`src/rtl/pc_sequencer.sv`:
```
// Program-counter register with next-PC selection (halt > ret > jump > branch > sequential).
// Optional return-address stack with call/ret ports, enabled by defining PC_RAS_EN.
module pc_sequencer #(
    parameter int unsigned      width     = 32,
    parameter logic [width-1:0] RESET_PC  = '0,
    parameter int unsigned      RAS_DEPTH = 4
) (
    input  logic             clk,
    input  logic             rst,
    output logic [width-1:0] pc,
    input  logic [width-1:0] pc_plus_one,
    output logic             fetch_valid,
    input  logic             fetch_ready,
    input  logic             stall,
    input  logic             branch_taken,
    input  logic [width-1:0] branch_target,
    input  logic             jump,
    input  logic [width-1:0] jump_target,
    input  logic             halt,
    output logic             halted
`ifdef PC_RAS_EN
    ,
    input  logic             call,
    input  logic             ret
`endif
);

    typedef enum logic [1:0] {
        ST_BOOT = 2'd0,
        ST_RUN  = 2'd1,
        ST_HALT = 2'd2
    } state_t;

    state_t           state_r;
    state_t           state_next_s;
    logic [width-1:0] pc_r;
    logic [width-1:0] pc_next_s;
    logic             fetch_valid_r;
    logic             halted_r;

`ifdef PC_RAS_EN
    localparam int unsigned PTR_W = (RAS_DEPTH > 1) ? $clog2(RAS_DEPTH) : 1;
    localparam int unsigned CNT_W = $clog2(RAS_DEPTH + 1);

    logic [width-1:0] ras_mem_r [RAS_DEPTH];
    logic [PTR_W-1:0] ras_ptr_r;
    logic [CNT_W-1:0] ras_count_r;
    logic [PTR_W-1:0] ras_prev_s;
    logic [width-1:0] ras_top_s;
    logic             ras_push_s;
    logic             ras_pop_s;

    // Top-of-stack lookup; ras_ptr_r names the next free slot.
    always_comb begin
        if (ras_ptr_r == '0) begin
            ras_prev_s = PTR_W'(RAS_DEPTH - 1);
        end else begin
            ras_prev_s = ras_ptr_r - 1'b1;
        end
        ras_top_s = ras_mem_r[ras_prev_s];
    end
`else
    localparam int unsigned unused_ras_depth = RAS_DEPTH;
`endif

    // Next-state and next-PC selection.
    always_comb begin
        state_next_s = state_r;
        pc_next_s    = pc_r;
`ifdef PC_RAS_EN
        ras_push_s   = 1'b0;
        ras_pop_s    = 1'b0;
`endif
        case (state_r)
            ST_BOOT: begin
                if (halt) begin
                    state_next_s = ST_HALT;
                end else begin
                    state_next_s = ST_RUN;
                end
            end
            ST_RUN: begin
                if (halt) begin
                    state_next_s = ST_HALT;
`ifdef PC_RAS_EN
                end else if (ret) begin
                    // An empty stack leaves pc where it is.
                    if (ras_count_r != '0) begin
                        pc_next_s = ras_top_s;
                        ras_pop_s = 1'b1;
                    end else begin
                        pc_next_s = pc_r;
                    end
                end else if (jump) begin
                    pc_next_s  = jump_target;
                    ras_push_s = call;
`else
                end else if (jump) begin
                    pc_next_s = jump_target;
`endif
                end else if (branch_taken) begin
                    pc_next_s = branch_target;
                end else if (!stall && fetch_valid_r && fetch_ready) begin
                    pc_next_s = pc_plus_one;
                end else begin
                    pc_next_s = pc_r;
                end
            end
            ST_HALT: begin
                state_next_s = ST_HALT;
            end
            default: begin
                state_next_s = ST_BOOT;
            end
        endcase
    end

    // State, PC and registered status outputs.
    always_ff @(posedge clk or posedge rst) begin
        if (rst) begin
            state_r       <= ST_BOOT;
            pc_r          <= RESET_PC;
            fetch_valid_r <= 1'b0;
            halted_r      <= 1'b0;
        end else begin
            state_r       <= state_next_s;
            pc_r          <= pc_next_s;
            fetch_valid_r <= (state_next_s == ST_RUN);
            halted_r      <= (state_next_s == ST_HALT);
        end
    end

`ifdef PC_RAS_EN
    // Circular return-address stack: a push when full overwrites the oldest entry.
    always_ff @(posedge clk or posedge rst) begin
        if (rst) begin
            ras_ptr_r   <= '0;
            ras_count_r <= '0;
            for (int i = 0; i < int'(RAS_DEPTH); i++) begin
                ras_mem_r[i] <= '0;
            end
        end else if (ras_push_s) begin
            ras_mem_r[ras_ptr_r] <= pc_plus_one;
            if (ras_ptr_r == PTR_W'(RAS_DEPTH - 1)) begin
                ras_ptr_r <= '0;
            end else begin
                ras_ptr_r <= ras_ptr_r + 1'b1;
            end
            if (ras_count_r != CNT_W'(RAS_DEPTH)) begin
                ras_count_r <= ras_count_r + 1'b1;
            end else begin
                ras_count_r <= ras_count_r;
            end
        end else if (ras_pop_s) begin
            ras_ptr_r   <= ras_prev_s;
            ras_count_r <= ras_count_r - 1'b1;
        end else begin
            ras_ptr_r   <= ras_ptr_r;
            ras_count_r <= ras_count_r;
        end
    end
`endif

    assign pc          = pc_r;
    assign fetch_valid = fetch_valid_r;
    assign halted      = halted_r;

endmodule
```
`config.mk`:
```
export PLATFORM = sky130hd
export DESIGN_NAME = pc_sequencer
export DESIGN_NICKNAME = d
export VERILOG_FILES = /design/src/rtl/pc_sequencer.sv
export SDC_FILE = /design/constraint.sdc
export NUM_CORES = 1
export LEC_CHECK = 0
export ABC_AREA = 1
export CORE_ASPECT_RATIO = 0.6
export CORE_MARGIN = 2
export CORE_UTILIZATION = 39
export CTS_BUF_LIST = sky130_fd_sc_hd__clkbuf_8
export CTS_CLUSTER_DIAMETER = 200
export DETAILED_ROUTE_END_ITERATION = 16
export PLACE_DENSITY = 0.93
export SLEW_MARGIN = 20
export SYNTH_ARGS = -nofsm -noshare
export SYNTH_HDL_FRONTEND = slang
export SYNTH_SLANG_ARGS = --single-unit
```
`constraint.sdc`:
```
create_clock -name clk -period 1.25 [get_ports clk]
set_input_delay 0.375 -clock clk [delete_from_list [all_inputs] [get_ports clk]]
set_output_delay 0.375 -clock clk [all_outputs]
set_load 0.005 [all_outputs]
```
==> results.md, run 1 <==
| Item | Value |
|:---|:---|
| Tightest Hold Check Type | in2async |
| Count of synthesis-stage warnings from yosys | 0 |
| Clock Latency Late Sink | 0.28 ns |
| Hold Violations, Final | 0 |
| Final estimated routing congestion in global placement | 0.845 |
| Number of antenna violations at the first check in global routing | 0 |
| Antenna diode count | 0 |
| Wire per inst | 13.4 um |
| Fill cell total of the finished layout | 445 |
| Leakage Power | 2.47 nW |
| Biggest cell delay along the critical path | 0.39 ns |
| Max-slew headroom at the worst pin | 76.4% |
| Post-layout min period | 1.34 ns |
| Area added between synthesis and finish | 73.6% |
| Endpoint of the worst register-to-register path | pc[16]$_DFFE_PP0P_ |
| Overall power consumption | 3.62 mW |
| HPWL after DPL | 6240 um |
| Dominant cell type by area after synthesis | sky130_fd_sc_hd__dfrtp_1 |
| Critical path launch point type | flop |
| Result of the run | finished with violations |
| Clock tree buffer depth | 2 |
| Via count of the first global-routing pass | 2858 |
| Root buf cell | sky130_fd_sc_hd__clkbuf_8 |
| Total congestion overflow after global routing | 0 |
| List of cells traversed by the critical path | buf_6, nor2_4, nand2_2, buf_6, a21oi_4, buf_12, nand2_1, nand2_1 |
| Die width | 105 um |
| Worst-Margin Slew | 0.355 ns |
| Unrepaired setup endpoints after global routing | true |
| TritonCTS clock tree | yes |
| Cell-internal power | 2.53 mW |
| Category of the worst setup path capture point | flop |
| Iter 0 DRT Violations | 139 |
| Share of synthesized area occupied by flip-flops and latches | 36.9% |
| Total wirelength of the detailed-routed design | 8490 um |
| Setup TNS Final | -2.13 ns |
| Critical path type | reg2reg |
| Final clock period utilization by the worst path | 107% |
| Final-report max-slew violation count | 0 |
| Layout cell share with drive strength beyond 1 | 17.4% |
| Data arrival, critical path | 1.55 ns |
| Most common cell after layout, fill and taps aside | sky130_fd_sc_hd__nand2_1 |
| Violations in the final reports | negative setup slack |
| Area contributors post-synth | sky130_fd_sc_hd__dfrtp_1 37%, sky130_fd_sc_hd__nand2_1 35%, sky130_fd_sc_hd__inv_1 11%, sky130_fd_sc_hd__nand3_1 7.0%, sky130_fd_sc_hd__buf_6 3.8% |
| Netlist area before placement | 0.00237 mm2 |
| Die H | 64.4 um |
| Post-route clock skew | 0.00856 ns |
| R2R cell count | 8 |
| Part of the total power dissipated in the clock network | 21.0% |
| Max Fanout on Critical Path | 20 |
| Total power density per cell area | 880 mW/mm2 |
| Commonest non-fill, non-tap cells in the layout | 218 x sky130_fd_sc_hd__nand2_1, 97 x sky130_fd_sc_hd__clkdlybuf4s50_1, 68 x sky130_fd_sc_hd__inv_1, 35 x sky130_fd_sc_hd__dfrtp_1, 32 x sky130_fd_sc_hd__nand3_1 |
| Largest voltage drop on the vdd net | 416 uV |
| I/O pin count | 137 |
| DIE AREA | 0.00675 mm2 |
| Maximum number of pins on one net before global-route repair | 36 |
| Via density per instance | 4.69 |
| Switching pwr | 1.09 mW |
| Overall track demand over capacity in global routing | 25.4% |
| Count of nets after finishing | 655 |
| Residual DRC | 0 |
| Share of power burned in combinational logic | 38.1% |
| Number of H-tree levels | 2 |
| Slowest library cell on the worst path | sky130_fd_sc_hd__dfrtp_1 |
| Finish-stage setup viols | 33 |
| R2r setup slk | -0.09 ns |
| Required time at the worst-slack endpoint | 1.46 ns |
| Power share of the sequential group | 41.0% |
| FF+latch count, synth | 35 |
| Initial core utilization | 41.4% |
| Cell count after synthesis | 389 |
| Switching power as a share of total power | 30.2% |
| Worst-path clk slew | 0.07 ns |
| Max-cap viol count | 0 |
| Mean cell area of the mapped netlist | 6.10 um2 |
| Worst Slack Setup Final | -0.0909 ns |
| Number of sinks driven by the clock tree | 35 |
| Wire length of the first global-routing pass | 13600 um |
| Vias | 2966 |
| Total CTS buffers | 5 |
| Unique cell type count in the Yosys netlist | 13 |
| Count of standard-cell rows | 21 |
| Drt first pass iters | 4 |
| Count of nets left with antenna violations after detail routing | 0 |
| Highest clock rate | 746 MHz |
| Core outline area | 0.00573 mm2 |
| Number of nets produced by synthesis | 492 |
| Input/output buffers | 136 |
| Worst R2R Start | halted$_DFF_PP0_ |
| Share of Yosys cell area claimed by the top area cell type | 36.9% |
## per-stage QoR
step,setup WS (ns),hold slack (ns),cells,utilization (%),instance area (um2)
after floorplan,0.0991,0.436,389,-,2370
after global placement,-0.498,0.440,603,68.7,3930
after detailed placement,-0.601,0.458,603,68.7,3930
after CTS,-0.0585,0.464,633,72.7,4160
after global routing,-0.153,0.486,633,72.0,4120
final,-0.0909,0.462,633,72.0,4120
## metal layers
metal / global-route usage (%) / routed length (um)
met5: 0 / 0
met4: 6.50 / 89
met3: 6.94 / 872
met2: 43.4 / 3960
met1: 32.3 / 3560
## critical path: cells and delay by family, from the launching register on
| kind | cells | cell delay (ns) |
|---|---|---|
| buffers and inverters | 3 | 0.43 |
| flip-flops | 1 | 0.39 |
| AND/OR/NAND/NOR | 4 | 0.31 |
| AO/OA/AOI/OAI | 1 | 0.15 |
## synthesized netlist by cell type (all sizes together)
| library cell | instances |
|---|---|
| a21oi | 2 |
| dfrtp | 35 |
| inv | 69 |
| nand2 | 227 |
| nand3 | 33 |
| buf | 20 |
| nor2 | 3 |
## area by class of cell
cell class              count  area, um2  share of cell area, %
clock buffers               5       68.8                   1.67
clock inverters             3       12.5                  0.304
inverters                  69        262                   6.34
multi-input cells         265       1110                   26.8
flip-flops and latches     35        876                   21.3
well taps                  80        100                   2.43
repair buffers            176       1700                   41.2
## state kept, by name (all words and copies together), names as in the netlist
| signal | flops |
|---|---|
| halted | 1 |
| pc | 32 |
| state_r | 1 |
| fetch_valid | 1 |
## logic make-up after synthesis
family / share of synthesized area, %
buffers and inverters: 17.2
DFF: 36.9
and+or+nand+nor: 45.0
AOI/OAI and AO/OA: 0.896
## timing repair
item	4_1_cts	5_1_grt
gates cloned	3	0
pin swaps	6	0
setup endpoints to repair	66	41
setup buffers	19	0
endpoints found under the hold margin	0	0
gates resized for setup	138	8
hold buffers	0	0
## power groups by stage
stage	Sequential, mW	Clock [mW]	Combinational (mW)
floorplan	1.52	0	0.446
global placement	1.51	0	1.38
detailed placement	1.51	0	1.43
CTS	1.48	0.788	1.41
global route	1.51	0.840	1.51
finish	1.48	0.761	1.38
## worst max path at each step
stage / cells past startpoint / from / to / slack (ns)
6_report: 8 / halted$_DFF_PP0_ / pc[16]$_DFFE_PP0P_ / -0.09
3_3_place_gp: 7 / jump / pc[17]$_DFFE_PP0P_ / -0.50
4_1_cts: 2 / halted$_DFF_PP0_ / halted / -0.06
3_5_place_dp: 7 / jump / pc[11]$_DFFE_PP0P_ / -0.60
2_1_floorplan: 1 / rst / fetch_valid$_DFF_PP0_ / 0.1
5_1_grt: 8 / halted$_DFF_PP0_ / pc[18]$_DFFE_PP0P_ / -0.15
Note: power is estimated with default switching activity, not from simulation.
==> inputs of run 2 (changes only) <==
- CORE_MARGIN: 2 -> unset
==> run 2 against run 1 <==
  * The run still ends with negative setup slack left
  * Highest routed layer unchanged
  * Total power rose by 3.2%
  * Non-clock buffer count unchanged
  * Global-route usage grew 1.3 points
  * Largest cell class unchanged
  * Via count fell by 0.78%
  * Clock skew down 0.0043 ns
  * Critical path type unchanged
==> results.md, run 2 (synthesis gave the netlist of run 1 again) <==
| Item | Value |
|:---|:---|
| Placed Instances | 603 |
| Total power density per cell area | 893 mW/mm2 |
| Via count of the first global-routing pass | 2812 |
| I/O pin count | 137 |
| DIE AREA | 0.00641 mm2 |
| Wire per inst | 13.7 um |
| Cell-internal power | 2.61 mW |
| TritonCTS clock tree | yes |
| Category of the worst setup path capture point | flop |
| Pre-CTS WS | -0.478 ns |
| Worst setup startpoint | halted$_DFF_PP0_ |
| Commonest non-fill, non-tap cells in the layout | 211 x sky130_fd_sc_hd__nand2_1, 97 x sky130_fd_sc_hd__clkdlybuf4s50_1, 65 x sky130_fd_sc_hd__inv_1, 35 x sky130_fd_sc_hd__dfrtp_1, 32 x sky130_fd_sc_hd__nand3_1 |
| Root buf cell | sky130_fd_sc_hd__clkbuf_8 |
| Leakage Power | 2.49 nW |
| Worst R2R Start | halted$_DFF_PP0_ |
| Die width | 103 um |
| Final-report max-slew violation count | 0 |
| Hold Violations, Final | 0 |
| Clock tree buffer depth | 2 |
| Required time at the worst-slack endpoint | 1.47 ns |
| Clock Latency Late Sink | 0.28 ns |
| Worst-path clk slew | 0.07 ns |
| Critical path depth in cells | 7 |
| Util after Layout | 73.1% |
| Total congestion overflow after global routing | 0 |
| Most numerous cell on the critical path | sky130_fd_sc_hd__nand2_1 |
| Wire length of the first global-routing pass | 13100 um |
| Max-cap viol count | 0 |
| Endpoint of the worst register-to-register path | pc[13]$_DFFE_PP0P_ |
| Number of H-tree levels | 2 |
| Iter 0 DRT Violations | 141 |
| Core outline area | 0.00573 mm2 |
| Final estimated routing congestion in global placement | 0.785 |
| Most common cell after layout, fill and taps aside | sky130_fd_sc_hd__nand2_1 |
| Placed cell areas | 0.00389 mm2 |
| Number of antenna violations at the first check in global routing | 0 |
| CP top delay family | flip-flops |
| Overall power consumption | 3.74 mW |
| Max-slew headroom at the worst pin | 77.5% |
| Count of nets after finishing | 655 |
| Max Fanout on Critical Path | 25 |
| Input/output buffers | 136 |
| Count of standard-cell rows | 21 |
| Worst-Margin Slew | 0.338 ns |
| Critical path launch point type | flop |
| Hold buffer count at cts | 0 |
| Tightest Hold Check Type | in2async |
| Worst Slack Setup Final | -0.0357 ns |
| Final-layout worst hold slack | 0.449 ns |
| Overall track demand over capacity in global routing | 26.7% |
| Filler-free cell count of the finished design | 632 |
| Biggest cell delay along the critical path | 0.39 ns |
| Number of sinks driven by the clock tree | 35 |
| Share of power burned in combinational logic | 38.2% |
| Layout cell share with drive strength beyond 1 | 19.0% |
| Maximum number of pins on one net before global-route repair | 36 |
| Final clock period utilization by the worst path | 103% |
| Post-layout min period | 1.29 ns |
| Finish-stage setup viols | 16 |
| Drt first pass iters | 4 |
| Die H | 62.4 um |
| Result of the run | finished with violations |
| Highest clock rate | 778 MHz |
| R2r setup slk | -0.04 ns |
| Switching power as a share of total power | 30.1% |
| Vias | 2943 |
| Data arrival, critical path | 1.51 ns |
| Total CTS buffers | 5 |
| List of cells traversed by the critical path | buf_6, nor2_4, nand2_4, a21oi_4, buf_12, nand2_1, nand2_1 |
| Initial core utilization | 41.4% |
| Critical path type | reg2reg |
| HPWL after DPL | 5900 um |
| Largest register FFs | 32 |
| Post-route design area | 0.00419 mm2 |
| Slowest library cell on the worst path | sky130_fd_sc_hd__dfrtp_1 |
| Total wirelength of the detailed-routed design | 8690 um |
| Power share of the sequential group | 39.9% |
| Largest voltage drop on the vdd net | 464 uV |
| Via density per instance | 4.66 |
| Count of nets left with antenna violations after detail routing | 0 |
| Violations in the final reports | negative setup slack |
| Setup TNS Final | -0.167 ns |
| Post-route clock skew | 0.00429 ns |
| Unrepaired setup endpoints after global routing | true |
| Part of the total power dissipated in the clock network | 21.9% |
| Crit path capture | pc[13]$_DFFE_PP0P_ |
| Switching pwr | 1.13 mW |
| CP bufs+invs | 2 |
| Fill cell total of the finished layout | 449 |
| Area added between synthesis and finish | 76.5% |
| Antenna diode count | 0 |
| R2R cell count | 7 |
| Residual DRC | 0 |
## run 2: changes by cell type in the layout (fill, tap and decap cells not counted), moves of 3 or more
cell / before / now
sky130_fd_sc_hd__buf_2: 25 / 30
sky130_fd_sc_hd__nand2_1: 218 / 211
sky130_fd_sc_hd__buf_12: 10 / 6
sky130_fd_sc_hd__inv_1: 68 / 65
sky130_fd_sc_hd__clkbuf_16: 0 / 3
sky130_fd_sc_hd__clkbuf_2: 8 / 4
sky130_fd_sc_hd__nand2_4: 1 / 4
sky130_fd_sc_hd__nand2_2: 8 / 11
## run 2: area by class of cell
cell class	count	area (um2)	area share, %
Sequential cell	35	876	20.9
Clock inverter	1	5.00	0.119
Timing Repair Buffer	176	1700	40.5
Multi-Input combinational cell	265	1160	27.7
Tap cell	80	100	2.39
Inverter	69	269	6.42
Clock buffer	6	82.6	1.97
## run 2: per-layer routing
layer	track usage [%]	vias to the layer above	part of all wire, %
li1	-	1446	-
met1	31.7	1339	41
met4	6.79	0	1.3
met2	47.2	145	47
met3	7.38	13	11
met5	0	-	0
## run 2: worst min-delay path, cell delays in order
cell and delay (ns):
sky130_fd_sc_hd__clkdlybuf4s50_1 0.40, sky130_fd_sc_hd__inv_1 0.10, sky130_fd_sc_hd__buf_12 0.22
## run 2: power groups by stage
stage | Combinational [mW] | Sequential (mW) | Clock, mW
5_1_grt | 1.57 | 1.51 | 0.878
3_5_place_dp | 1.41 | 1.51 | 0
4_1_cts | 1.38 | 1.48 | 0.840
6_report | 1.43 | 1.49 | 0.821
2_1_floorplan | 0.446 | 1.52 | 0
3_3_place_gp | 1.38 | 1.50 | 0
## run 2: what timing repair did
| action | in CTS | in global routing |
|---|---|---|
| endpoints found under the setup margin | 66 | 37 |
| gates resized for setup | 143 | 23 |
| setup buffers | 13 | 3 |
| gates cloned | 3 | 3 |
| pin swaps | 2 | 6 |
## run 2: how the worst min path moves through the flow
stage / slack, ns / endpoint / cells past startpoint
after floorplan: 0.44 / fetch_valid$_DFF_PP0_ / 1
after global routing: 0.46 / pc[15]$_DFFE_PP0P_ / 3
final: 0.45 / pc[15]$_DFFE_PP0P_ / 3
after detailed placement: 0.45 / halted$_DFF_PP0_ / 1
after global placement: 0.45 / halted$_DFF_PP0_ / 1
after CTS: 0.45 / pc[15]$_DFFE_PP0P_ / 3
